==> src/rtl/aximm_over_stream_client_pkg.sv <==
// AXI-MM-over-stream shared definitions: message codes, packet word
// layout, widths and FSM states. Used by both client and server.
package aximm_over_stream_client_pkg;

    localparam int ADDR_W = 64;
    localparam int DATA_W = 32;
    localparam int AXIS_W = 256;
    localparam int WORD_W = 32;

    localparam logic [WORD_W-1:0] MSG_READ_REQ  = 32'd1;
    localparam logic [WORD_W-1:0] MSG_WRITE_REQ = 32'd2;
    localparam logic [WORD_W-1:0] MSG_READ_RSP  = 32'd3;
    localparam logic [WORD_W-1:0] MSG_WRITE_RSP = 32'd4;

    localparam int W_TYPE = 0;
    localparam int W_ADRL = 1;
    localparam int W_ADRH = 2;
    localparam int W_DATA = 3;
    localparam int W_RESP = 4;

    localparam logic [1:0]        RESP_SLVERR = 2'b10;
    localparam logic [DATA_W-1:0] ERR_RDATA   = 32'hDEAD_DEAD;

    typedef enum logic [2:0] {
        ST_INIT,
        ST_IDLE,
        ST_SEND,
        ST_WAIT_RSP,
        ST_RESP
    } state_t;

    function automatic logic [WORD_W-1:0] pkt_word(
        input logic [AXIS_W-1:0] pkt,
        input int                idx
    );
        return pkt[idx*WORD_W +: WORD_W];
    endfunction

endpackage

==> src/rtl/aximm_over_stream_client_if.sv <==
// Bus bundle of the client: local AXI4-Lite slave channels plus the
// request (TX) and response (RX) AXI-Stream links.
//   slave  : client view (AXI in, TX out, RX in)
//   master : peer view (AXI initiator, remote stream endpoint)
interface aximm_over_stream_client_if;
    import aximm_over_stream_client_pkg::*;

    logic [ADDR_W-1:0] S_AXI_AWADDR;
    logic              S_AXI_AWVALID;
    logic [2:0]        S_AXI_AWPROT;
    logic              S_AXI_AWREADY;
    logic [DATA_W-1:0] S_AXI_WDATA;
    logic [3:0]        S_AXI_WSTRB;
    logic              S_AXI_WVALID;
    logic              S_AXI_WREADY;
    logic [1:0]        S_AXI_BRESP;
    logic              S_AXI_BVALID;
    logic              S_AXI_BREADY;
    logic [ADDR_W-1:0] S_AXI_ARADDR;
    logic              S_AXI_ARVALID;
    logic [2:0]        S_AXI_ARPROT;
    logic              S_AXI_ARREADY;
    logic [DATA_W-1:0] S_AXI_RDATA;
    logic [1:0]        S_AXI_RRESP;
    logic              S_AXI_RVALID;
    logic              S_AXI_RREADY;

    logic [AXIS_W-1:0] AXIS_TX_TDATA;
    logic              AXIS_TX_TVALID;
    logic              AXIS_TX_TLAST;
    logic              AXIS_TX_TREADY;
    logic [AXIS_W-1:0] AXIS_RX_TDATA;
    logic              AXIS_RX_TVALID;
    logic              AXIS_RX_TLAST;
    logic              AXIS_RX_TREADY;

    modport slave (
        input  S_AXI_AWADDR, S_AXI_AWVALID, S_AXI_AWPROT,
        output S_AXI_AWREADY,
        input  S_AXI_WDATA, S_AXI_WSTRB, S_AXI_WVALID,
        output S_AXI_WREADY,
        output S_AXI_BRESP, S_AXI_BVALID,
        input  S_AXI_BREADY,
        input  S_AXI_ARADDR, S_AXI_ARVALID, S_AXI_ARPROT,
        output S_AXI_ARREADY,
        output S_AXI_RDATA, S_AXI_RRESP, S_AXI_RVALID,
        input  S_AXI_RREADY,
        output AXIS_TX_TDATA, AXIS_TX_TVALID, AXIS_TX_TLAST,
        input  AXIS_TX_TREADY,
        input  AXIS_RX_TDATA, AXIS_RX_TVALID, AXIS_RX_TLAST,
        output AXIS_RX_TREADY
    );

    modport master (
        output S_AXI_AWADDR, S_AXI_AWVALID, S_AXI_AWPROT,
        input  S_AXI_AWREADY,
        output S_AXI_WDATA, S_AXI_WSTRB, S_AXI_WVALID,
        input  S_AXI_WREADY,
        input  S_AXI_BRESP, S_AXI_BVALID,
        output S_AXI_BREADY,
        output S_AXI_ARADDR, S_AXI_ARVALID, S_AXI_ARPROT,
        input  S_AXI_ARREADY,
        input  S_AXI_RDATA, S_AXI_RRESP, S_AXI_RVALID,
        output S_AXI_RREADY,
        input  AXIS_TX_TDATA, AXIS_TX_TVALID, AXIS_TX_TLAST,
        output AXIS_TX_TREADY,
        output AXIS_RX_TDATA, AXIS_RX_TVALID, AXIS_RX_TLAST,
        input  AXIS_RX_TREADY
    );

endinterface

==> src/rtl/aximm_stream_pkt_builder.sv <==
// Combinational packer of one single-beat AXI-MM-over-stream packet.
// Ports: msg_type, addr, data, resp in; pkt out (unused words zero).
module aximm_stream_pkt_builder
    import aximm_over_stream_client_pkg::*;
#(
    parameter int AXIS_WIDTH = AXIS_W
) (
    input  logic [WORD_W-1:0]     msg_type,
    input  logic [ADDR_W-1:0]     addr,
    input  logic [DATA_W-1:0]     data,
    input  logic [1:0]            resp,
    output logic [AXIS_WIDTH-1:0] pkt
);

    always_comb begin
        pkt = '0;
        pkt[W_TYPE*WORD_W +: WORD_W] = msg_type;
        pkt[W_ADRL*WORD_W +: WORD_W] = addr[31:0];
        pkt[W_ADRH*WORD_W +: WORD_W] = addr[63:32];
        pkt[W_DATA*WORD_W +: WORD_W] = data;
        pkt[W_RESP*WORD_W +: WORD_W] = {30'd0, resp};
    end

endmodule

==> src/rtl/aximm_over_stream_client.sv <==
// AXI4-Lite slave tunnelling each access over a 256-bit stream link,
// one transaction outstanding. Optional macro: RSP_TIMEOUT_EN.
// Ports: clk, resetn (sync, active low), bus (slave modport).
module aximm_over_stream_client
    import aximm_over_stream_client_pkg::*;
#(
    parameter int ADDR_WIDTH     = 64,
    parameter int DATA_WIDTH     = 32,
    parameter int AXIS_WIDTH     = 256,
    parameter int TIMEOUT_CYCLES = 1000
) (
    input  logic                        clk,
    input  logic                        resetn,
    aximm_over_stream_client_if.slave   bus
);

    // Packet format fixes these widths.
    if (ADDR_WIDTH != ADDR_W || DATA_WIDTH != DATA_W ||
        AXIS_WIDTH != AXIS_W || TIMEOUT_CYCLES < 1) begin : g_bad_cfg
        $error("aximm_over_stream_client: unsupported parameters");
    end

    state_t                 state;
    logic                   aw_rdy;
    logic                   w_rdy;
    logic                   ar_rdy;
    logic                   rx_rdy;
    logic                   aw_held;
    logic                   w_held;
    logic                   ar_held;
    logic [ADDR_WIDTH-1:0]  aw_addr;
    logic [ADDR_WIDTH-1:0]  ar_addr;
    logic [DATA_WIDTH-1:0]  w_data;
    logic                   prio_rd;
    logic                   cur_rd;
    logic [AXIS_WIDTH-1:0]  tx_data;
    logic                   tx_valid;
    logic                   tx_last;
    logic                   b_valid;
    logic [1:0]             b_resp;
    logic                   r_valid;
    logic [1:0]             r_resp;
    logic [DATA_WIDTH-1:0]  r_data;

`ifdef RSP_TIMEOUT_EN
    localparam int TO_W = $clog2(TIMEOUT_CYCLES + 1);
    localparam logic [TO_W-1:0] TO_LAST = TO_W'(TIMEOUT_CYCLES - 1);
    logic [TO_W-1:0]        to_cnt;
`endif

    logic                   aw_hs;
    logic                   w_hs;
    logic                   ar_hs;
    logic                   rx_hs;
    logic                   wr_ok;
    logic                   rd_ok;
    logic                   pick_rd;
    logic [ADDR_WIDTH-1:0]  wr_addr;
    logic [DATA_WIDTH-1:0]  wr_data;
    logic [ADDR_WIDTH-1:0]  rd_addr;
    logic [WORD_W-1:0]      req_type;
    logic [AXIS_WIDTH-1:0]  req_pkt;
    logic [WORD_W-1:0]      rx_type;
    logic [DATA_WIDTH-1:0]  rx_data;
    logic [1:0]             rx_resp;
    logic                   rsp_match;

    assign aw_hs = bus.S_AXI_AWVALID & aw_rdy;
    assign w_hs  = bus.S_AXI_WVALID & w_rdy;
    assign ar_hs = bus.S_AXI_ARVALID & ar_rdy;
    assign rx_hs = bus.AXIS_RX_TVALID & rx_rdy;

    // A handshake this cycle counts as held, so the request leaves
    // on the same edge that captures the last needed channel.
    assign wr_ok   = (aw_held | aw_hs) & (w_held | w_hs);
    assign rd_ok   = ar_held | ar_hs;
    assign pick_rd = rd_ok & (~wr_ok | prio_rd);

    assign wr_addr = aw_held ? aw_addr : bus.S_AXI_AWADDR;
    assign wr_data = w_held ? w_data : bus.S_AXI_WDATA;
    assign rd_addr = ar_held ? ar_addr : bus.S_AXI_ARADDR;

    assign req_type = pick_rd ? MSG_READ_REQ : MSG_WRITE_REQ;

    aximm_stream_pkt_builder #(
        .AXIS_WIDTH (AXIS_WIDTH)
    ) u_builder (
        .msg_type (req_type),
        .addr     (pick_rd ? rd_addr : wr_addr),
        .data     (pick_rd ? '0 : wr_data),
        .resp     (2'b00),
        .pkt      (req_pkt)
    );

    assign rx_type   = pkt_word(bus.AXIS_RX_TDATA, W_TYPE);
    assign rx_data   = pkt_word(bus.AXIS_RX_TDATA, W_DATA);
    assign rx_resp   = bus.AXIS_RX_TDATA[W_RESP*WORD_W +: 2];
    assign rsp_match = rx_type == (cur_rd ? MSG_READ_RSP
                                          : MSG_WRITE_RSP);

    always_ff @(posedge clk) begin
        if (!resetn) begin
            state    <= ST_INIT;
            aw_rdy   <= 1'b0;
            w_rdy    <= 1'b0;
            ar_rdy   <= 1'b0;
            rx_rdy   <= 1'b0;
            aw_held  <= 1'b0;
            w_held   <= 1'b0;
            ar_held  <= 1'b0;
            aw_addr  <= '0;
            ar_addr  <= '0;
            w_data   <= '0;
            prio_rd  <= 1'b1;
            cur_rd   <= 1'b0;
            tx_data  <= '0;
            tx_valid <= 1'b0;
            tx_last  <= 1'b0;
            b_valid  <= 1'b0;
            b_resp   <= 2'b00;
            r_valid  <= 1'b0;
            r_resp   <= 2'b00;
            r_data   <= '0;
`ifdef RSP_TIMEOUT_EN
            to_cnt   <= '0;
`endif
        end else begin
            if (aw_hs) begin
                aw_held <= 1'b1;
                aw_addr <= bus.S_AXI_AWADDR;
                aw_rdy  <= 1'b0;
            end
            if (w_hs) begin
                w_held <= 1'b1;
                w_data <= bus.S_AXI_WDATA;
                w_rdy  <= 1'b0;
            end
            if (ar_hs) begin
                ar_held <= 1'b1;
                ar_addr <= bus.S_AXI_ARADDR;
                ar_rdy  <= 1'b0;
            end

            unique case (state)
                ST_INIT: begin
                    aw_rdy <= 1'b1;
                    w_rdy  <= 1'b1;
                    ar_rdy <= 1'b1;
                    rx_rdy <= 1'b1;
                    state  <= ST_IDLE;
                end
                ST_IDLE: begin
                    if (rd_ok | wr_ok) begin
                        tx_data  <= req_pkt;
                        tx_valid <= 1'b1;
                        tx_last  <= 1'b1;
                        cur_rd   <= pick_rd;
                        // Priority only flips when it actually arbitrated.
                        if (rd_ok & wr_ok)
                            prio_rd <= ~prio_rd;
                        state <= ST_SEND;
                    end
                end
                ST_SEND: begin
                    if (bus.AXIS_TX_TREADY) begin
                        tx_valid <= 1'b0;
                        tx_last  <= 1'b0;
`ifdef RSP_TIMEOUT_EN
                        to_cnt   <= '0;
`endif
                        state    <= ST_WAIT_RSP;
                    end
                end
                ST_WAIT_RSP: begin
                    if (rx_hs && rsp_match) begin
                        if (cur_rd) begin
                            r_valid <= 1'b1;
                            r_data  <= rx_data;
                            r_resp  <= rx_resp;
                        end else begin
                            b_valid <= 1'b1;
                            b_resp  <= rx_resp;
                        end
                        rx_rdy <= 1'b0;
                        state  <= ST_RESP;
                    end
`ifdef RSP_TIMEOUT_EN
                    else if (to_cnt == TO_LAST) begin
                        if (cur_rd) begin
                            r_valid <= 1'b1;
                            r_data  <= ERR_RDATA;
                            r_resp  <= RESP_SLVERR;
                        end else begin
                            b_valid <= 1'b1;
                            b_resp  <= RESP_SLVERR;
                        end
                        rx_rdy <= 1'b0;
                        state  <= ST_RESP;
                    end else begin
                        to_cnt <= to_cnt + 1'b1;
                    end
`endif
                end
                ST_RESP: begin
                    if (cur_rd && r_valid && bus.S_AXI_RREADY) begin
                        r_valid <= 1'b0;
                        ar_held <= 1'b0;
                        ar_rdy  <= 1'b1;
                        rx_rdy  <= 1'b1;
                        state   <= ST_IDLE;
                    end else if (!cur_rd && b_valid &&
                                 bus.S_AXI_BREADY) begin
                        b_valid <= 1'b0;
                        aw_held <= 1'b0;
                        w_held  <= 1'b0;
                        aw_rdy  <= 1'b1;
                        w_rdy   <= 1'b1;
                        rx_rdy  <= 1'b1;
                        state   <= ST_IDLE;
                    end
                end
                default: state <= ST_INIT;
            endcase
        end
    end

    assign bus.S_AXI_AWREADY  = aw_rdy;
    assign bus.S_AXI_WREADY   = w_rdy;
    assign bus.S_AXI_ARREADY  = ar_rdy;
    assign bus.S_AXI_BVALID   = b_valid;
    assign bus.S_AXI_BRESP    = b_resp;
    assign bus.S_AXI_RVALID   = r_valid;
    assign bus.S_AXI_RRESP    = r_resp;
    assign bus.S_AXI_RDATA    = r_data;
    assign bus.AXIS_TX_TDATA  = tx_data;
    assign bus.AXIS_TX_TVALID = tx_valid;
    assign bus.AXIS_TX_TLAST  = tx_last;
    assign bus.AXIS_RX_TREADY = rx_rdy;

    // Protection bits, strobes, TLAST and unused packet words carry
    // no information for this client.
    logic unused_in;
    assign unused_in = &{1'b0,
                         bus.S_AXI_AWPROT,
                         bus.S_AXI_WSTRB,
                         bus.S_AXI_ARPROT,
                         bus.AXIS_RX_TLAST,
                         bus.AXIS_RX_TDATA[AXIS_W-1:W_RESP*WORD_W+2],
                         bus.AXIS_RX_TDATA[W_DATA*WORD_W-1:WORD_W]};

endmodule

==> src/flat_wrapper.sv <==
// flat-port wrapper written by rule: the top's interface ports become plain ports
module aximm_over_stream_client_flat import aximm_over_stream_client_pkg::*;
#(
    parameter int ADDR_WIDTH     = 64,
    parameter int DATA_WIDTH     = 32,
    parameter int AXIS_WIDTH     = 256,
    parameter int TIMEOUT_CYCLES = 1000
)
  (clk, resetn, bus_S_AXI_AWADDR, bus_S_AXI_AWVALID, bus_S_AXI_AWPROT, bus_S_AXI_AWREADY, bus_S_AXI_WDATA, bus_S_AXI_WSTRB, bus_S_AXI_WVALID, bus_S_AXI_WREADY, bus_S_AXI_BRESP, bus_S_AXI_BVALID, bus_S_AXI_BREADY, bus_S_AXI_ARADDR, bus_S_AXI_ARVALID, bus_S_AXI_ARPROT, bus_S_AXI_ARREADY, bus_S_AXI_RDATA, bus_S_AXI_RRESP, bus_S_AXI_RVALID, bus_S_AXI_RREADY, bus_AXIS_TX_TDATA, bus_AXIS_TX_TVALID, bus_AXIS_TX_TLAST, bus_AXIS_TX_TREADY, bus_AXIS_RX_TDATA, bus_AXIS_RX_TVALID, bus_AXIS_RX_TLAST, bus_AXIS_RX_TREADY);
  aximm_over_stream_client_if bus_i ();
  input  logic clk;
  input  logic resetn;
  input wire logic [$bits(bus_i.S_AXI_AWADDR)-1:0] bus_S_AXI_AWADDR;
  input wire logic [$bits(bus_i.S_AXI_AWVALID)-1:0] bus_S_AXI_AWVALID;
  input wire logic [$bits(bus_i.S_AXI_AWPROT)-1:0] bus_S_AXI_AWPROT;
  output wire logic [$bits(bus_i.S_AXI_AWREADY)-1:0] bus_S_AXI_AWREADY;
  input wire logic [$bits(bus_i.S_AXI_WDATA)-1:0] bus_S_AXI_WDATA;
  input wire logic [$bits(bus_i.S_AXI_WSTRB)-1:0] bus_S_AXI_WSTRB;
  input wire logic [$bits(bus_i.S_AXI_WVALID)-1:0] bus_S_AXI_WVALID;
  output wire logic [$bits(bus_i.S_AXI_WREADY)-1:0] bus_S_AXI_WREADY;
  output wire logic [$bits(bus_i.S_AXI_BRESP)-1:0] bus_S_AXI_BRESP;
  output wire logic [$bits(bus_i.S_AXI_BVALID)-1:0] bus_S_AXI_BVALID;
  input wire logic [$bits(bus_i.S_AXI_BREADY)-1:0] bus_S_AXI_BREADY;
  input wire logic [$bits(bus_i.S_AXI_ARADDR)-1:0] bus_S_AXI_ARADDR;
  input wire logic [$bits(bus_i.S_AXI_ARVALID)-1:0] bus_S_AXI_ARVALID;
  input wire logic [$bits(bus_i.S_AXI_ARPROT)-1:0] bus_S_AXI_ARPROT;
  output wire logic [$bits(bus_i.S_AXI_ARREADY)-1:0] bus_S_AXI_ARREADY;
  output wire logic [$bits(bus_i.S_AXI_RDATA)-1:0] bus_S_AXI_RDATA;
  output wire logic [$bits(bus_i.S_AXI_RRESP)-1:0] bus_S_AXI_RRESP;
  output wire logic [$bits(bus_i.S_AXI_RVALID)-1:0] bus_S_AXI_RVALID;
  input wire logic [$bits(bus_i.S_AXI_RREADY)-1:0] bus_S_AXI_RREADY;
  output wire logic [$bits(bus_i.AXIS_TX_TDATA)-1:0] bus_AXIS_TX_TDATA;
  output wire logic [$bits(bus_i.AXIS_TX_TVALID)-1:0] bus_AXIS_TX_TVALID;
  output wire logic [$bits(bus_i.AXIS_TX_TLAST)-1:0] bus_AXIS_TX_TLAST;
  input wire logic [$bits(bus_i.AXIS_TX_TREADY)-1:0] bus_AXIS_TX_TREADY;
  input wire logic [$bits(bus_i.AXIS_RX_TDATA)-1:0] bus_AXIS_RX_TDATA;
  input wire logic [$bits(bus_i.AXIS_RX_TVALID)-1:0] bus_AXIS_RX_TVALID;
  input wire logic [$bits(bus_i.AXIS_RX_TLAST)-1:0] bus_AXIS_RX_TLAST;
  output wire logic [$bits(bus_i.AXIS_RX_TREADY)-1:0] bus_AXIS_RX_TREADY;
  assign bus_i.S_AXI_AWADDR = bus_S_AXI_AWADDR;
  assign bus_i.S_AXI_AWVALID = bus_S_AXI_AWVALID;
  assign bus_i.S_AXI_AWPROT = bus_S_AXI_AWPROT;
  assign bus_S_AXI_AWREADY = bus_i.S_AXI_AWREADY;
  assign bus_i.S_AXI_WDATA = bus_S_AXI_WDATA;
  assign bus_i.S_AXI_WSTRB = bus_S_AXI_WSTRB;
  assign bus_i.S_AXI_WVALID = bus_S_AXI_WVALID;
  assign bus_S_AXI_WREADY = bus_i.S_AXI_WREADY;
  assign bus_S_AXI_BRESP = bus_i.S_AXI_BRESP;
  assign bus_S_AXI_BVALID = bus_i.S_AXI_BVALID;
  assign bus_i.S_AXI_BREADY = bus_S_AXI_BREADY;
  assign bus_i.S_AXI_ARADDR = bus_S_AXI_ARADDR;
  assign bus_i.S_AXI_ARVALID = bus_S_AXI_ARVALID;
  assign bus_i.S_AXI_ARPROT = bus_S_AXI_ARPROT;
  assign bus_S_AXI_ARREADY = bus_i.S_AXI_ARREADY;
  assign bus_S_AXI_RDATA = bus_i.S_AXI_RDATA;
  assign bus_S_AXI_RRESP = bus_i.S_AXI_RRESP;
  assign bus_S_AXI_RVALID = bus_i.S_AXI_RVALID;
  assign bus_i.S_AXI_RREADY = bus_S_AXI_RREADY;
  assign bus_AXIS_TX_TDATA = bus_i.AXIS_TX_TDATA;
  assign bus_AXIS_TX_TVALID = bus_i.AXIS_TX_TVALID;
  assign bus_AXIS_TX_TLAST = bus_i.AXIS_TX_TLAST;
  assign bus_i.AXIS_TX_TREADY = bus_AXIS_TX_TREADY;
  assign bus_i.AXIS_RX_TDATA = bus_AXIS_RX_TDATA;
  assign bus_i.AXIS_RX_TVALID = bus_AXIS_RX_TVALID;
  assign bus_i.AXIS_RX_TLAST = bus_AXIS_RX_TLAST;
  assign bus_AXIS_RX_TREADY = bus_i.AXIS_RX_TREADY;
  aximm_over_stream_client #(.ADDR_WIDTH(ADDR_WIDTH), .DATA_WIDTH(DATA_WIDTH), .AXIS_WIDTH(AXIS_WIDTH), .TIMEOUT_CYCLES(TIMEOUT_CYCLES)) u_core (.clk(clk), .resetn(resetn), .bus(bus_i));
endmodule
==> config.mk <==
export PLATFORM = sky130hd
export DESIGN_NAME = aximm_over_stream_client_flat
export DESIGN_NICKNAME = d
export VERILOG_FILES = /design/src/rtl/aximm_over_stream_client_pkg.sv /design/src/rtl/aximm_over_stream_client_if.sv /design/src/rtl/aximm_stream_pkt_builder.sv /design/src/rtl/aximm_over_stream_client.sv /design/src/flat_wrapper.sv
export SDC_FILE = /design/constraint.sdc
export NUM_CORES = 1
export LEC_CHECK = 0
export ABC_CLOCK_PERIOD_IN_PS = 2400
export CAP_MARGIN = 25
export CORE_AREA = 4 4 280 282
export CTS_BUF_LIST = sky130_fd_sc_hd__clkbuf_4 sky130_fd_sc_hd__clkbuf_8
export CTS_CLUSTER_DIAMETER = 60
export DETAILED_ROUTE_END_ITERATION = 10
export DIE_AREA = 0 0 284 286
export SETUP_SLACK_MARGIN = 0.5
export SYNTH_ARGS = -nofsm -noshare
export SYNTH_HDL_FRONTEND = slang
export SYNTH_SLANG_ARGS = --single-unit
==> constraint.sdc <==
create_clock -name clk -period 2.4 [get_ports clk]
set_clock_uncertainty 0.05 [all_clocks]
set_input_delay 0.24 -clock clk [delete_from_list [all_inputs] [get_ports clk]]
set_output_delay 0.24 -clock clk [all_outputs]
set_load 0.01 [all_outputs]
; ---- After elaboration in Yosys (flattened, before gate mapping)
; Cells that the tools add are included.
[word_totals]
romBits = 0
ff_bits = 339
latch_bits = 0
memories = 0
inputBits = 436
out_inout_bits = 300
wordCells = 119
ramBits = 0
[op_classes]
n_shift = 0
n_bitwise = 15
n_mul = 0
reduce_logical = 19
order_cmp = 0
mux = 51
n_div = 0
add_sub_neg = 0
n_eq_ne = 14
[ops]
columns = op, count
row1 = $mux 64, 3
row2 = $mux 32, 2
row3 = $eq 32x32->1, 1
row4 = $mux 1, 31
row5 = $mux 3, 6
row6 = $pmux 3 s5, 1
row7 = $reduce_and 3->1, 5
row8 = $pmux 1 s2, 6
row9 = $ne 2x1->1 const B, 5
row10 = $reduce_and 4->1, 2
row11 = $and 1x1->1, 7
row12 = $eq 3x2->1 const B, 2
row13 = $ne 2x2->1 const B, 3
row14 = $logic_and 1x1->1, 5
row15 = $or 1x1->1, 5
row16 = $reduce_and 5->1, 1
row17 = $reduce_bool 2->1, 2
row18 = $eq 3x1->1 const B, 1
row19 = $eq 3x3->1 const B, 1
row20 = $logic_not 3->1, 1
row21 = $ne 3x1->1 const B, 1
row22 = $not 1->1, 3
row23 = $pmux 1 s3, 1
row24 = $reduce_bool 3->1, 1
row25 = 3 further kinds, 3

; ---- Depth between registers and ports, before layout
; Gate-level depths: netlist of the first run.
[depth]
depth_word = 7
ltp_mapped = 9

; ---- Hierarchy
; Synthesis of the first run repeated with hierarchy kept, for this count alone.
[unflattened]
hier_cells = 2768
hier_area_um2 = 22041.1
[modules_own_cells]
columns = mod, area_each_um2, instances, cells_per_inst, seq_area_each_um2
row1 = aximm_over_stream_client, 20115.5, 1, 2511, 9349.0
row2 = aximm_stream_pkt_builder, 1925.6, 1, 257, 0.0

; ---- Worst setup path before layout of the first run
; No wires, ideal clock.
[synth_path]
path_type = reg-to-reg
start = reg u_core.ar_held
end = reg u_core.tx_data[47] (netlist: u_core.bus.AXIS_TX_TDATA[47])
period_less_slack_ps = 1964
t_arrival_ps = 1789
setup_slack_ps = 436
setup_ps = 125
stages_incl_launch_ff = 6
path_cell_list = dfxtp_1 > clkbuf_1 > clkbuf_1 > mux2_2 > a222oi_1 > nor2b_1
[synth_between]
elab_chain_cells = 3
word_cells_on_any_way = 6
cone_classes = mux (2) / bitwise (3) / reduce/logical (1)
[synth_rtl]
columns = item, line_no
row1 = start: declaration, aximm_over_stream_client.sv:30  ; logic ar_held;
row2 = start signal: assignment, aximm_over_stream_client.sv:110  ; ar_held <= 1'b0;
row3 = start signal: assignment, aximm_over_stream_client.sv:139  ; ar_held <= 1'b1;
row4 = start signal: assignment, aximm_over_stream_client.sv:207  ; ar_held <= 1'b0;
row5 = $or 1x1->1, aximm_over_stream_client.sv:76  ; assign rd_ok = ar_held | ar_hs;
row6 = $and 1x1->1 or $or 1x1->1 (tied branches), "aximm_over_stream_client.sv:77, aximm_over_stream_client.sv:153"
row7 = $mux 64 or $reduce_and 2->1 (tied branches), -
row8 = end signal: assignment, aximm_over_stream_client.sv:154  ; tx_data <= req_pkt;
row9 = end: declaration, aximm_over_stream_client.sv:36  ; logic [AXIS_WIDTH-1:0] tx_data;
; Parallel ways exist; a longest one is shown, timed or not.
; A chain may end at the register's enable or synchronous reset.

; ---- Final worst setup path of the first run
[layout_path]
start = reg u_core.rx_rdy (netlist: u_core.bus.AXIS_RX_TREADY)
end = reg u_core.b_resp[0] (netlist: u_core.bus.S_AXI_BRESP[0])
[layout_between]
elab_chain_cells = 3
[layout_rtl]
columns = item, line_no
row1 = start: declaration, aximm_over_stream_client.sv:27  ; logic rx_rdy;
row2 = start signal: assignment, aximm_over_stream_client.sv:107  ; rx_rdy <= 1'b0;
row3 = start signal: assignment, aximm_over_stream_client.sv:149  ; rx_rdy <= 1'b1;
row4 = start signal: assignment, aximm_over_stream_client.sv:184  ; rx_rdy <= 1'b0;
row5 = $and 1x1->1, aximm_over_stream_client.sv:71  ; assign rx_hs = bus.AXIS_RX_TVALID & rx_rdy;
row6 = $logic_and 1x1->1, aximm_over_stream_client.sv:175  ; if (rx_hs && rsp_match) begin
row7 = $reduce_and 3->1 (no source line), -
row8 = end signal: assignment, aximm_over_stream_client.sv:182  ; b_resp <= rx_resp;
row9 = end: declaration, aximm_over_stream_client.sv:40  ; logic [1:0] b_resp;
; Every way passes these cells.

==> impl_metrics.yaml, run 1 <==
setup_path:
  critPathCaptureType: "flip-flop"
  crit_required_ns: 2.87
  cp_slowest_stage_delay_ns: 0.47
  path_cells: "nor4bb_2 -> nand4_1 -> or3_4 -> or4_4 -> mux2i_1"
  start_kind: "flip-flop"
  r2r_end: "u_core.bus.S_AXI_BRESP[0]$_SDFFE_PN0P_"
  rrSetupSlack_ns: 0.39
  rr_worst_depth: 5
  setup.worst_path.class: "reg2reg"
  worstPathArrival_ns: 2.48
  critPathMaxFanout: 3
  worst_path_max_delay_cell: "or4_4"
  rr_startpoint: "u_core.bus.AXIS_RX_TREADY$_SDFFE_PN0P_"
grt:
  grt_pass1_vias: 12200
  grt_max_degree: 65
  grt_pass1_wl_um: 75200
  gr-total-overflow: 0
  antenna_found_initial: 12
  grt_use_total: 0.118
status:
  status: "finished, final reports clean"
synth:
  syn_inst: 1593
  synthTopCellsByCount: "nand2_1, dfxtp_1, a21boi_0, buf_4, mux2_2"
  synth.distinct_cells: 39
  post-synth-top-area-fraction: 0.419
  yosys_warnings: 0
  yosys.area.top_type: "dfxtp_1"
  synth_edf_count: 0
  synthMostInstantiatedCell: "nand2_1"
  netlist_top_cells_area: "dfxtp_1, mux2_2, nand2_1"
  avgSynthCellArea_um2: 9.24
  synthArstFlopShare: 0
  ys_seq_area_frac: 0.419
  ys.flop_type: "dfxtp_1"
  synth-seq-cells: 308
  synth_area_mm2: 0.0147
detailed_routing:
  firstDrtPassIters: 6
  routed_wl_um: 52200
  drtIter0Drc: 683
  viasPerCell: 4.10
  drtAntennaViolNets: 0
  dr_total_vias: 12300
  wire_per_inst_um: 17.4
  drc: 0
final_layout:
  seq_area_mm2: 0.00619
  final_area_mm2: 0.0209
  fin_cells: 3006
  nets: 2417
  syn_to_final_growth_pct: 42.2
  multi_input_area_mm2: 0.00754
  drive_gt1_frac: 0.181
  fillCellCount: 8041
die:
  die_x_um: 284
  dieArea_mm2: 0.0812
  rows: 101
  coreArea_mm2: 0.0757
  start_util: 0.195
  fp.dieH_um: 286
  ios: 736
clock_network:
  path_clk_slew_ns: 0.06
  h-tree-depth: 2
  cts_buffers: 59
  tritoncts: "built"
  clk_latency_ns: 0.64
  cts.sinks: 308
  clockBufferDepth: 3
  root_buffer: "clkbuf_8"
placed_design:
  place_inst: 2876
  port_buffers: 376
  place.gp.congestion: 0.762
  place_area_mm2: 0.0193
  dp_hpwl_um: 34000
timing:
  period_share: 0.837
  fmax_mhz: 498
  holdWs_ns: 0.126
  final.setup.tns_ns: 0
  setup_viol: 0
  worst-slew-pin-transition_ns: 0.504
  slew_headroom: 0.661
  fin_crit_ns: 2.01
  drv_slew: 0
  hold_viol: 0
  rsz0062_at_grt: "true"
worst_hold_path:
  hold_class: "in2reg"
  hold_end: "u_core.aw_addr[35]$_SDFFE_PN0P_"
  hold_depth: 3
  min_from: "bus_S_AXI_AWADDR[35]"
power:
  p_leak_nw: 8.19
  vdd_drop_max_uv: 408
  powerDensity_mw_per_mm2: 649
run:
  drv_cap: 0
## layer usage
metal	up-vias	wire (µm)	track usage
li1	5984	-	-
met2	448	23800	0.193
met4	12	1280	0.0355
met1	5791	22000	0.144
met5	-	78	0
met3	92	5010	0.0441
## critical path: cells and delay by family (launching register included)
family           cells  cell delay [ns]
flip-flops           1             0.35
multiplexers         1             0.14
AND/OR/NAND/NOR      4             1.36
## logic make-up after synthesis
| group | count (synthesis) | synth area share |
|---|---|---|
| AOI/OAI and AO/OA | 281 | 0.154 |
| xor gates and xnor gates | 1 | 0.000595 |
| buffers and inverters | 286 | 0.116 |
| DFF | 308 | 0.419 |
| muxes | 197 | 0.147 |
| other | 1 | 0.000255 |
| and+or+nand+nor | 519 | 0.163 |
## state kept, by name, indices dropped and copies added (netlist names), 2 cells and up
| signal | count |
|---|---|
| u_core.bus.S_AXI_RDATA | 32 |
| u_core.ar_addr | 64 |
| u_core.bus.AXIS_TX_TDATA | 98 |
| u_core.state | 3 |
| u_core.bus.S_AXI_BRESP | 2 |
| u_core.aw_addr | 64 |
| u_core.bus.S_AXI_RRESP | 2 |
| u_core.w_data | 32 |
## metrics by stage
stage / util / power, mW / setup WS [ns]
2_1_floorplan: - / 7.00 / 0.436
3_3_place_gp: 0.255 / 7.94 / -0.223
3_5_place_dp: 0.255 / 7.95 / -0.197
4_1_cts: 0.273 / 13.8 / 0.333
5_1_grt: 0.277 / 14.3 / 0.271
6_report: 0.277 / 13.6 / 0.392
## placed cells by master (no fill, tap or decap), types with 40 or more instances in the layout
cell	count
nand2_1	333
dfxtp_1	300
clkdlybuf4s50_1	267
a21boi_0	163
mux2_2	160
conb_1	158
nor2b_1	136
dlygate4sd2_1	83
clkbuf_8	70
a222oi_1	64
buf_4	40
## cell type report
class | instances | share of cell area
Antenna cell | 5 | 0.000597
Clock buffer | 94 | 0.0546
Clock inverter | 9 | 0.00669
Inverter | 5 | 0.000896
Multi-Input combinational cell | 1157 | 0.360
Sequential cell | 308 | 0.295
Tap cell | 978 | 0.0584
Timing Repair Buffer | 450 | 0.223
## power by group
| group | internal (mW) | switching [mW] |
|---|---|---|
| combinational | 1.20 | 1.17 |
| clock | 3.33 | 2.37 |
| sequential | 5.37 | 0.147 |
| total | 9.90 | 3.70 |
## worst max-delay path by stage
| stage | startpoint | end | cells after the start |
|---|---|---|---|
| finish | u_core.bus.AXIS_RX_TREADY$_SDFFE_PN0P_ | u_core.bus.S_AXI_BRESP[0]$_SDFFE_PN0P_ | 5 |
| detailed placement | bus_AXIS_RX_TDATA[18] | u_core.bus.S_AXI_BRESP[0]$_SDFFE_PN0P_ | 7 |
| floorplan | u_core.ar_held$_SDFF_PN0_ | u_core.bus.AXIS_TX_TDATA[47]$_SDFFE_PN0P_ | 5 |
| global route | u_core.bus.AXIS_RX_TREADY$_SDFFE_PN0P_ | u_core.bus.S_AXI_BRESP[0]$_SDFFE_PN0P_ | 5 |
| global placement | bus_AXIS_RX_TDATA[17] | u_core.bus.S_AXI_BRESP[1]$_SDFFE_PN0P_ | 7 |
| CTS | u_core.bus.AXIS_RX_TREADY$_SDFFE_PN0P_ | u_core.bus.S_AXI_BRESP[0]$_SDFFE_PN0P_ | 5 |
## what timing repair did
action / in CTS / in global routing
setup endpoints to repair: 207 / 163
hold buffers: 2 / 0
hold endpoints to repair: 28 / 0
gates cloned: 2 / 3
pin swaps: 5 / 8
resized for setup: 95 / 43
setup buffers: 7 / 8
(Power assumes the default switching activity.)
==> inputs of run 2 (changes only) <==
--- a/config.mk
+++ b/config.mk
@@ -5,7 +5,7 @@
 export SDC_FILE = /design/constraint.sdc
 export NUM_CORES = 1
 export LEC_CHECK = 0
-export ABC_CLOCK_PERIOD_IN_PS = 2400
+export ABC_CLOCK_PERIOD_IN_PS = 2000
 export CAP_MARGIN = 25
 export CORE_AREA = 4 4 280 282
 export CTS_BUF_LIST = sky130_fd_sc_hd__clkbuf_4 sky130_fd_sc_hd__clkbuf_8
==> constraint.sdc (replaced) <==
create_clock -name clk -period 2 [get_ports clk]
set_clock_uncertainty 0.05 [all_clocks]
set_input_delay 0.2 -clock clk [delete_from_list [all_inputs] [get_ports clk]]
set_output_delay 0.2 -clock clk [all_outputs]
set_load 0.01 [all_outputs]
==> run 2 against run 1 <==
Against the previous run:
- non-clock buffer count grew 111
- first-iteration DRC count shrank 0.59%
- sequential cell count is the same
- sequential power grew 20%
- setup slack lost 0.28 ns
- core utilization grew 2.2 points
- combinational power grew 55%
- hold slack lost 0.019 ns
- critical endpoint is now u_core.bus.S_AXI_BRESP[1]$_SDFFE_PN0P_
- largest power group unchanged
==> impl_metrics.yaml, run 2 (synthesized netlist as in run 1, its figures left out) <==
power:
  finalPower_mw: 17.3
  powerDensity_mw_per_mm2: 766
  vdd_drop_max_uv: 465
  p_leak_nw: 8.80
setup_path:
  r2r_end: "u_core.bus.S_AXI_BRESP[1]$_SDFFE_PN0P_"
  setup.worst_path.class: "reg2reg"
  critPathCaptureType: "flip-flop"
  rrSetupSlack_ns: 0.11
  rr_worst_depth: 5
  crit_path_start: "u_core.bus.AXIS_RX_TREADY$_SDFFE_PN0P_"
  worstPathArrival_ns: 2.36
  start_kind: "flip-flop"
  rr_startpoint: "u_core.bus.AXIS_RX_TREADY$_SDFFE_PN0P_"
  critPathMaxFanout: 3
  crit_required_ns: 2.46
  worstSetupEndpoint: "u_core.bus.S_AXI_BRESP[1]$_SDFFE_PN0P_"
grt:
  antenna_found_initial: 11
  grt_pass1_wl_um: 80900
  gr-total-overflow: 0
  grt_pass1_vias: 12700
  grt_max_degree: 105
  grt_use_total: 0.128
final_layout:
  syn_to_final_growth_pct: 53.3
  layout_common_cells: "nand2_1, dfxtp_1, clkdlybuf4s50_1, a21boi_0, conb_1"
  layout_commonest_cell: "nand2_1"
  drive_gt1_frac: 0.329
  multi_input_area_mm2: 0.00791
  seq_area_mm2: 0.00625
  largest_reg_flops: 98
  fillCellCount: 7986
  nets: 2529
  utilization: 0.298
timing:
  fin_crit_ns: 1.89
  setup_viol: 0
  fmax_mhz: 529
  slew_headroom: 0.666
  worst-slew-pin-transition_ns: 0.501
  hold_viol: 0
  final.setup.tns_ns: 0
  period_share: 0.946
  rsz0062_at_grt: "true"
  drv_slew: 0
clock_network:
  tritoncts: "built"
  clk_latency_ns: 0.62
  root_buffer: "clkbuf_8"
  h-tree-depth: 2
  cts_buffers: 59
  clockBufferDepth: 3
  path_clk_slew_ns: 0.06
  cts.sinks: 308
detailed_routing:
  routed_wl_um: 56800
  firstDrtPassIters: 10
  drc: 0
  dr_total_vias: 12900
  drtIter0Drc: 679
  wire_per_inst_um: 18.2
  drtAntennaViolNets: 0
  viasPerCell: 4.13
die:
  start_util: 0.195
  rows: 101
  dieArea_mm2: 0.0812
  die_x_um: 284
  coreArea_mm2: 0.0757
  ios: 736
  fp.dieH_um: 286
worst_hold_path:
  hold_class: "in2reg"
  hold_depth: 3
placed_design:
  dp_hpwl_um: 36600
  place.gp.congestion: 0.829
  port_buffers: 376
status:
  status: "finished, final reports clean"
run:
  drv_cap: 0
-- run 2: metal layers --
layer / track usage / vias to the layer above / part of all wire
met1: 0.158 / 6057 / 0.42
met4: 0.0326 / 10 / 0.023
met5: 0 / - / 0.0011
met2: 0.209 / 483 / 0.46
li1: - / 6221 / -
met3: 0.0515 / 89 / 0.090
-- run 2: worst max-delay path, stage by stage, from the launching register on --
cell and delay (ns):
dfxtp_2 0.36, nor4bb_4 0.19, nand4_1 0.19, or3_4 0.38, or4_4 0.46, mux2i_1 0.14
-- run 2: through the flow --
| stage | setup slack (ns) | instance area (µm²) | cells | hold WS [ns] |
|---|---|---|---|---|
| after detailed placement | -0.370 | 19900 | 2921 | 0.403 |
| after CTS | 0.118 | 21700 | 3078 | 0.0150 |
| after global routing | -0.0241 | 22600 | 3112 | 0.0605 |
| after floorplan | 0.216 | 15800 | 1750 | 0.289 |
| after global placement | -0.387 | 19900 | 2921 | 0.395 |
| final | 0.108 | 22600 | 3115 | 0.107 |
-- run 2: power by group --
| group | internal [mW] | leakage [nW] | switching (mW) |
|---|---|---|---|
| Combinational | 1.98 | 5.59 | 1.69 |
| Sequential | 6.45 | 2.52 | 0.178 |
| Clock | 4.18 | 0.681 | 2.82 |
| Total | 12.6 | 8.80 | 4.68 |
-- run 2: worst min-delay path by stage --
stage | startpoint | end | slack (ns)
after floorplan | bus_AXIS_RX_TDATA[128] | u_core.bus.S_AXI_BRESP[0]$_SDFFE_PN0P_ | 0.29
after global placement | u_core.aw_addr[10]$_SDFFE_PN0P_ | u_core.aw_addr[10]$_SDFFE_PN0P_ | 0.40
after detailed placement | u_core.w_data[8]$_SDFFE_PN0P_ | u_core.w_data[8]$_SDFFE_PN0P_ | 0.40
after CTS | bus_S_AXI_WDATA[26] | u_core.w_data[26]$_SDFFE_PN0P_ | 0.01
after global routing | bus_S_AXI_ARADDR[49] | u_core.ar_addr[49]$_SDFFE_PN0P_ | 0.06
final | bus_S_AXI_WDATA[26] | u_core.w_data[26]$_SDFFE_PN0P_ | 0.11
-- run 2: area by class of cell --
cell class                      count  share of cell area
Multi-Input combinational cell   1158               0.350
Sequential cell                   308               0.277
Timing Repair Buffer              561               0.259
Tap cell                          978              0.0542
Clock buffer                       85              0.0471
Clock inverter                     17              0.0112
Inverter                            5            0.000942
Antenna cell                        3            0.000332
-- run 2: timing repair --
action / 4_1_cts / 5_1_grt
gates resized for setup: 603 / 131
pin swaps: 24 / 55
buffers inserted: 35 / 25
setup endpoints to repair: 288 / 225
gates cloned: 19 / 9
endpoints found under the hold margin: 35 / 0
hold buffers: 1 / 0
==> inputs of run 3 (changes only) <==
--- a/config.mk
+++ b/config.mk
@@ -12,7 +12,7 @@
 export CTS_CLUSTER_DIAMETER = 60
 export DETAILED_ROUTE_END_ITERATION = 10
 export DIE_AREA = 0 0 284 286
-export SETUP_SLACK_MARGIN = 0.5
+export SETUP_SLACK_MARGIN = 0.15
 export SYNTH_ARGS = -nofsm -noshare
 export SYNTH_HDL_FRONTEND = slang
 export SYNTH_SLANG_ARGS = --single-unit
==> run 3 against run 2 <==
Against the previous run:
- register-to-register slack got worse by 0.04 ns
- count of clock-buffer cells in the layout increased by 11
- fmax decreased by 2.2%
- sequential share of layout area increased by 0.90 points
- combinational power decreased by 15%
- sequential power about the same
- critical path depth unchanged
- sequential cell count unchanged
- hold slack got worse by 0.0042 ns
- largest power group unchanged
- highest routed layer unchanged
==> impl_metrics.yaml, run 3 (synthesized netlist as in run 1, its figures left out) <==
grt:
  gr-total-overflow: 0
  grt_pass1_vias: 12000
  grt_max_degree: 107
  grt_use_total: 0.117
  antenna_found_initial: 17
  grt_pass1_wl_um: 75100
power:
  vdd_drop_max_uv: 416
  p_leak_nw: 8.50
  finalPower_mw: 16.7
  powerDensity_mw_per_mm2: 773
timing:
  fmax_mhz: 517
  hold_viol: 0
  drv_slew: 0
  slew_headroom: 0.644
  setup_viol: 0
  final.setup.tns_ns: 0
  period_share: 0.967
  rsz0062_at_grt: "true"
  holdWs_ns: 0.103
  worst-slew-pin-transition_ns: 0.529
  fin_crit_ns: 1.93
clock_network:
  clk_latency_ns: 0.62
  root_buffer: "clkbuf_8"
  path_clk_slew_ns: 0.07
  tritoncts: "built"
  cts_buffers: 59
  cts.sinks: 308
  clockBufferDepth: 3
  h-tree-depth: 2
placed_design:
  port_buffers: 376
  place.gp.congestion: 0.808
  dp_hpwl_um: 34900
  place_area_mm2: 0.0197
setup_path:
  setup.worst_path.class: "reg2reg"
  cp_slowest_stage_delay_ns: 0.46
  critPathCaptureType: "flip-flop"
  worst_path_max_delay_cell: "or4_4"
  path_buf_inv: 0
  start_kind: "flip-flop"
  worstPathArrival_ns: 2.40
  crit_family: "simple AND/OR/NAND/NOR gates"
  critPathMaxFanout: 3
  crit_required_ns: 2.46
  path_cells: "nor4bb_4 -> nand4_1 -> or3_4 -> or4_4 -> mux2i_1"
detailed_routing:
  wl_met1_um: 22400
  firstDrtPassIters: 7
  dr_total_vias: 12500
  routed_wl_um: 52000
  drtAntennaViolNets: 0
  viasPerCell: 4.09
  drtIter0Drc: 735
  highest_layer: "met5"
  drc: 0
  wire_per_inst_um: 17.0
  wl_met3_um: 4580
  wl_met2_um: 23700
run:
  drv_cap: 0
final_layout:
  layout_commonest_cell: "nand2_1"
  drive_gt1_frac: 0.204
  syn_to_final_growth_pct: 47.0
  final_area_mm2: 0.0217
  nets: 2460
  utilization: 0.286
  largest_reg_flops: 98
  layout_common_cells: "nand2_1, dfxtp_1, clkdlybuf4s50_1, a21boi_0, mux2_2"
die:
  fp.dieH_um: 286
  ios: 736
  dieArea_mm2: 0.0812
  start_util: 0.195
  coreArea_mm2: 0.0757
  die_x_um: 284
  rows: 101
status:
  status: "finished, final reports clean"
worst_hold_path:
  hold_class: "in2reg"
## run 3: layer usage
metal  track usage  vias up
li1              -     6079
met1         0.151     5841
met2         0.186      485
met3        0.0395       89
met4        0.0354       14
met5             0        -
## run 3: tightest hold or removal path: stages
cell and delay [ns]:
clkdlybuf4s50_1 0.41, nand2_1 0.06, a21boi_0 0.06
## run 3: area by class of cell
| type | instances | area [µm²] |
|---|---|---|
| Inverter | 5 | 18.8 |
| Clock buffer | 96 | 1190 |
| Multi-Input combinational cell | 1156 | 7570 |
| Fill cell | 7960 | 54000 |
| Antenna cell | 5 | 12.5 |
| Clock inverter | 14 | 159 |
| Sequential cell | 308 | 6190 |
| Tap cell | 978 | 1220 |
| Timing Repair Buffer | 494 | 5300 |
## run 3: final timing paths
check / endpoint / depth (start not counted) / slack [ns] / start
worst min-delay path: u_core.ar_addr[53]$_SDFFE_PN0P_ / 3 / 0.10 / bus_S_AXI_ARADDR[53]
worst min register to register: u_core.aw_addr[20]$_SDFFE_PN0P_ / 2 / 0.41 / u_core.aw_addr[20]$_SDFFE_PN0P_
worst max register to register: u_core.bus.S_AXI_BRESP[0]$_SDFFE_PN0P_ / 5 / 0.07 / u_core.bus.AXIS_RX_TREADY$_SDFFE_PN0P_
worst max-delay path: u_core.bus.S_AXI_BRESP[0]$_SDFFE_PN0P_ / 5 / 0.07 / u_core.bus.AXIS_RX_TREADY$_SDFFE_PN0P_
## run 3: what timing repair did
action / CTS / global route
gates resized for setup: 110 / 47
pin swaps: 27 / 27
endpoints found under the setup margin: 193 / 141
buffers inserted: 11 / 8
hold buffers: 1 / 0
endpoints found under the hold margin: 42 / 0
gates cloned: 4 / 9
## run 3: report_power, final
| group | total, mW | internal, mW | leakage (nW) | switching [mW] |
|---|---|---|---|---|
| combinational | 3.11 | 1.64 | 5.28 | 1.47 |
| sequential | 6.62 | 6.45 | 2.50 | 0.172 |
| clock | 7.00 | 4.15 | 0.712 | 2.85 |
## run 3: stage by stage
stage	setup slack, ns	instances
2_1_floorplan	0.0361	1750
3_3_place_gp	-0.494	2908
3_5_place_dp	-0.486	2908
4_1_cts	0.0529	3034
5_1_grt	-0.0437	3054
6_report	0.0651	3056
